==> src/rtl/muldiv_seq.sv <==
// muldiv_seq: iterative unsigned multiply / divide unit.
//   op 00 MUL   : low WIDTH bits of a*b
//   op 01 MULHU : high WIDTH bits of a*b
//   op 10 DIVU  : floor(a/b)      (needs MULDIV_SEQ_DIV_EN)
//   op 11 REMU  : a mod b         (needs MULDIV_SEQ_DIV_EN)
// Optional feature macro: MULDIV_SEQ_DIV_EN enables the divide path. When it
// is undefined, divide ops complete in one edge with result 0.
// Handshake: start is sampled only in IDLE; busy is high during RUN; done is
// a one-cycle pulse in DONE, and result holds until the next DONE.
// One WIDTH+1-bit adder/subtractor is shared by every operation. The pair
// {r_acc, r_q} is the running product (multiply) or remainder/quotient (divide).
module muldiv_seq #(
  parameter int WIDTH = 32
) (
  input  logic             clk,
  input  logic             rst_n,
  input  logic             start,
  input  logic [1:0]       op,
  input  logic [WIDTH-1:0] a,
  input  logic [WIDTH-1:0] b,
  output logic             busy,
  output logic             done,
  output logic [WIDTH-1:0] result,
  output logic [1:0]       dbg_state
);

  localparam int CW = $clog2(WIDTH) + 1;
  localparam logic [CW-1:0] LAST_STEP = CW'(WIDTH - 1);

  typedef enum logic [1:0] {
    S_IDLE = 2'd0,
    S_RUN  = 2'd1,
    S_DONE = 2'd2
  } state_t;

  state_t           r_state;
  state_t           w_next_state;
  logic             r_hi;        // result taken from r_acc (MULHU/REMU) else r_q
  logic [WIDTH-1:0] r_acc;
  logic [WIDTH-1:0] r_q;
  logic [WIDTH-1:0] r_b;         // multiplicand or divisor
  logic [CW-1:0]    r_cnt;
  logic [WIDTH-1:0] r_result;
`ifdef MULDIV_SEQ_DIV_EN
  logic             r_div;
`endif

  logic             w_bypass;
  logic [WIDTH-1:0] w_bypass_result;
  logic             w_last;
  logic             w_sub;
  logic [WIDTH:0]   w_add_a;
  logic [WIDTH:0]   w_add_b;
  logic [WIDTH:0]   w_sum;
  logic [WIDTH-1:0] w_step_acc;
  logic [WIDTH-1:0] w_step_q;
  logic [WIDTH-1:0] w_run_result;

  // Divide ops that need no iteration: divide-by-zero, or no divider present.
  always_comb begin
`ifdef MULDIV_SEQ_DIV_EN
    w_bypass        = op[1] && (b == '0);
    w_bypass_result = op[0] ? a : '1;
`else
    w_bypass        = op[1];
    w_bypass_result = '0;
`endif
  end

  assign w_last       = (r_cnt == LAST_STEP);
  assign w_run_result = r_hi ? w_step_acc : w_step_q;

  // Shared adder/subtractor plus the per-step shift for the active operation.
  always_comb begin
    w_sub   = 1'b0;
    w_add_a = {1'b0, r_acc};
    w_add_b = r_q[0] ? {1'b0, r_b} : '0;
`ifdef MULDIV_SEQ_DIV_EN
    if (r_div) begin
      w_sub   = 1'b1;
      w_add_a = {r_acc, r_q[WIDTH-1]};
      w_add_b = {1'b0, r_b};
    end
`endif
    w_sum = w_add_a + (w_add_b ^ {(WIDTH+1){w_sub}}) + {{WIDTH{1'b0}}, w_sub};
    // Multiply: add-if-lsb, then shift {carry, acc, q} right one place.
    w_step_acc = w_sum[WIDTH:1];
    w_step_q   = {w_sum[0], r_q[WIDTH-1:1]};
    // Divide: since the partial remainder < divisor, w_sum[WIDTH] is the borrow.
    if (w_sub) begin
      w_step_acc = w_sum[WIDTH] ? w_add_a[WIDTH-1:0] : w_sum[WIDTH-1:0];
      w_step_q   = {r_q[WIDTH-2:0], ~w_sum[WIDTH]};
    end
  end

  // State register.
  always_ff @(posedge clk or negedge rst_n) begin
    if (!rst_n) r_state <= S_IDLE;
    else        r_state <= w_next_state;
  end

  // Next-state logic.
  always_comb begin
    w_next_state = r_state;
    case (r_state)
      S_IDLE: if (start) w_next_state = w_bypass ? S_DONE : S_RUN;
      S_RUN:  if (w_last) w_next_state = S_DONE;
      S_DONE: w_next_state = S_IDLE;
      default: w_next_state = S_IDLE;
    endcase
  end

  // State-decoded outputs.
  always_comb begin
    busy      = (r_state == S_RUN);
    done      = (r_state == S_DONE);
    dbg_state = r_state;
    result    = r_result;
  end

  // Operand latch, iteration datapath and result register.
  always_ff @(posedge clk or negedge rst_n) begin
    if (!rst_n) begin
      r_hi     <= 1'b0;
      r_acc    <= '0;
      r_q      <= '0;
      r_b      <= '0;
      r_cnt    <= '0;
      r_result <= '0;
`ifdef MULDIV_SEQ_DIV_EN
      r_div    <= 1'b0;
`endif
    end else begin
      case (r_state)
        S_IDLE: begin
          if (start) begin
            r_hi  <= op[0];
            r_cnt <= '0;
            r_acc <= '0;
            r_q   <= op[1] ? a : b;
            r_b   <= op[1] ? b : a;
`ifdef MULDIV_SEQ_DIV_EN
            r_div <= op[1];
`endif
            if (w_bypass) r_result <= w_bypass_result;
          end
        end
        S_RUN: begin
          r_acc <= w_step_acc;
          r_q   <= w_step_q;
          r_cnt <= r_cnt + CW'(1);
          if (w_last) r_result <= w_run_result;
        end
        default: ;
      endcase
    end
  end

endmodule

==> config.mk <==
export PLATFORM = sky130hd
export DESIGN_NAME = muldiv_seq
export DESIGN_NICKNAME = d
export VERILOG_FILES = /design/src/rtl/muldiv_seq.sv
export SDC_FILE = /design/constraint.sdc
export NUM_CORES = 1
export LEC_CHECK = 0
export CAP_MARGIN = 0
export CORE_AREA = 2 2 134 136
export CTS_CLUSTER_DIAMETER = 80
export DETAILED_ROUTE_END_ITERATION = 7
export DIE_AREA = 0 0 136 138
export GPL_TIMING_DRIVEN = 1
export HOLD_SLACK_MARGIN = 0.1
export MAX_ROUTING_LAYER = met4
export PLACE_DENSITY = 0.82
export SYNTH_ARGS = -nofsm -noshare
export SYNTH_HDL_FRONTEND = slang
export SYNTH_SLANG_ARGS = --single-unit
==> constraint.sdc <==
create_clock -name clk -period 2.82 [get_ports clk]
set_input_delay 0.282 -clock clk [delete_from_list [all_inputs] [get_ports clk]]
set_output_delay 0.282 -clock clk [all_outputs]
set_load 0.005 [all_outputs]
==> impl_metrics.toml <==
[outcome]
status = "finished clean"

[worst_setup_path]
crit_type = "register to register"
critPathSlowestCell = "dfrtp_2"
path_buf_inv = 1
cp-start-kind = "register"
critPathCaptureType = "register"
cp_max_fo = 16
rr_worst_depth = 11
critPathTopFamily = "compound AO/OA/AOI/OAI gates"
cp_data_required_time_ns = 3.17
r2r-end = "result[29]"
crit_path_max_incr_delay_ns = 0.44
cp_data_arrival_time_ns = 3.09
rrSetupSlack_ns = 0.07
reg2reg_from = "r_q[0]"
crit_chain = "buf_12 -> and2_1 -> ha_1 -> a21oi_2 -> and2b_4 -> a211oi_2 -> a211o_4 -> a21oi_4 -> a31oi_4 -> mux2_4 -> o21ai_2"

[floorplanning]
io_pins = 105
start_util_pct = 48.5
die_area_sq_mm = 0.0188
row_count = 49
dieHeight_um = 138
fp.dieW_um = 136
core_area_sq_mm = 0.0175

[sta]
fmax_mhz = 364
hold_viol = 0
setup_slack_ns = 0.0746
rsz0062_at_grt = "true"
slew_headroom_pct = 60.8
finalCritPeriodShare_pct = 97.4
fin_crit_ns = 2.75
skew_ns = 0.0125
tightest_slew_ns = 0.587
maxSlewViolCount = 0
setup_viol = 0

[logic_synthesis]
synth_cells = 919
synth_cell_types = 66
seq_area_frac_synth_pct = 40.3
syn_area_sq_mm = 0.00851
synth_top_area_share_pct = 40.3
synth_top_area_cell = "dfrtp_1"
syn_nets = 1022
ys_async_sr_fraction_pct = 100
synth-main-ff-cell = "dfrtp_1"
netlist_top_cells_area = "dfrtp_1, a21oi_1, mux2i_1"
ys_ff_latch = 137
synth.avg_cell_area_sq_um = 9.26
ys_warn_count = 0
synth_edf_count = 0

[cells_and_area]
area_delta_synth_final_pct = 25.7
diodes = 0
nets = 1133
drive_above_1_share_pct = 15.2
nFillCells = 1496
layout_common_cells = "dfrtp_1, clkdlybuf4s50_1, a21oi_1"
mostFrequentLayoutCell = "dfrtp_1"

[place]
pre_cts_ws_ns = 0.00213
gp_congestion = 0.933
dp_hpwl_mm = 17.3
portBuffers = 104

[global_route]
grt_usage_pct = 28.1
grt_antenna_before_repair = 0
grt_max_degree = 66
overflow = 0
grt_pass1_wl_mm = 40.4
grt_pass1_vias = 7823

[cts]
clk_latency_ns = 0.43
clkTransAtPathRegs_ns = 0.06
cts_tree = "done"
numCtsBuffers = 17
cts_max_path_buffers = 2
htreeDepth = 4
root_buffer = "clkbuf_16"
cts_sinks = 137

[routing]
wl_per_cell_um = 19.7
wl_mm = 25.1
drt_iter0_drc = 615
met1_length_mm = 10.8
dr.pass1.iters = 5
drt.antenna.violating_nets = 0
drcViolationCount = 0
wl_met3_mm = 1.64
highest_layer = "met4"
viasPerCell = 6.01
vias = 7641
wl_met2_mm = 12.0

[pwr]
p_leak_uw = 0.00464
ir_worst_vdd_v = 0.000617
p_per_area_mw_per_mm2 = 1010
finalPower_uw = 10800

[min_path]
hold_class = "input port to async pin"

[job]
cap_violations = 0
worst reg2reg max path, delay by kind of cell, from the launching register on:
kind                       cells  cell delay (ns)
DFF                            1             0.44
and+or+nand+nor                2             0.34
AOI/OAI and AO/OA              6             1.06
adders and majority gates      1             0.32
buffers and inverters          1             0.16
muxes                          1             0.33
layout make-up:
class / instances / area [sq um] / share of cell area (%)
clock buffers: 21 / 460 / 4.30
clock inverters: 11 / 123 / 1.15
repair buffers: 151 / 1430 / 13.4
multi-input cells: 708 / 4910 / 45.9
well taps: 229 / 287 / 2.68
flip-flops and latches: 137 / 3430 / 32.1
inverters: 15 / 56.3 / 0.526
Yosys cell counts (all sizes together), types with 7 or more instances:
master / instances
clkbuf: 46
xnor2: 19
xor2: 7
a31oi: 7
dfrtp: 137
inv: 15
nor2b: 39
a22o: 19
a22oi: 36
a21oi: 112
o21ai: 100
a21o: 18
mux2i: 47
nand3: 7
and2: 34
a32oi: 7
mux2: 33
buf: 12
nor2: 58
ha: 33
nand2: 68
sequential cells by signal (all words and copies together) (netlist names):
name,flops
r_acc,32
r_b,32
r_q,32
result,32
r_cnt,6
dbg_state,2
r_hi,1
metal layers:
metal	vias to the layer above	global-route usage, %
li1	3563	-
met1	3721	36.7
met2	306	43.9
met3	51	5.54
met4	0	9.21
met5	-	-
power by group:
| group | switching (uW) | total [uW] | internal, uW |
|---|---|---|---|
| clock network | 876 | 2220 | 1350 |
| registers | 579 | 3220 | 2640 |
| logic | 3090 | 5350 | 2260 |
cell families after synthesis:
| family | synth area share, % |
|---|---|
| buffers and inverters | 3.69 |
| AOI/OAI and AO/OA | 24.9 |
| xor gates and xnor gates | 2.68 |
| DFF | 40.3 |
| and+or+nand+nor | 13.5 |
| muxes | 9.94 |
| adders and majority gates | 5.09 |
worst max path at each step:
| stage | from | end | slack (ns) | cells after the start |
|---|---|---|---|---|
| finish | r_q[0] | result[29] | 0.07 | 11 |
| global route | r_q[0] | result[30] | -0.07 | 10 |
| CTS | r_q[0] | result[29] | 0.009 | 11 |
| detailed placement | r_q[0] | result[18] | 0.002 | 12 |
| global placement | r_q[0] | result[18] | 0.07 | 12 |
| floorplan | r_q[0] | r_acc[29] | 0.23 | 11 |
repair_timing:
item,in CTS,in global routing
gates resized for setup,2,27
hold endpoints to repair,59,0
setup endpoints to repair,5,28
pin swaps,1,10
setup buffers,1,2
hold buffers,1,0
stage by stage:
step                      instances  hold slack (ns)  TNS, ns  area, sq um  util (%)
after global routing           1272            0.466   -0.126        10700      61.0
final                          1272            0.402        0        10700      61.0
after detailed placement       1236            0.290        0         9950      56.8
after global placement         1236            0.295        0         9950      56.8
after CTS                      1270            0.422        0        10600      60.2
after floorplan                 919          -0.0136        0         8510         -
Power figures use the tool's default switching activity.
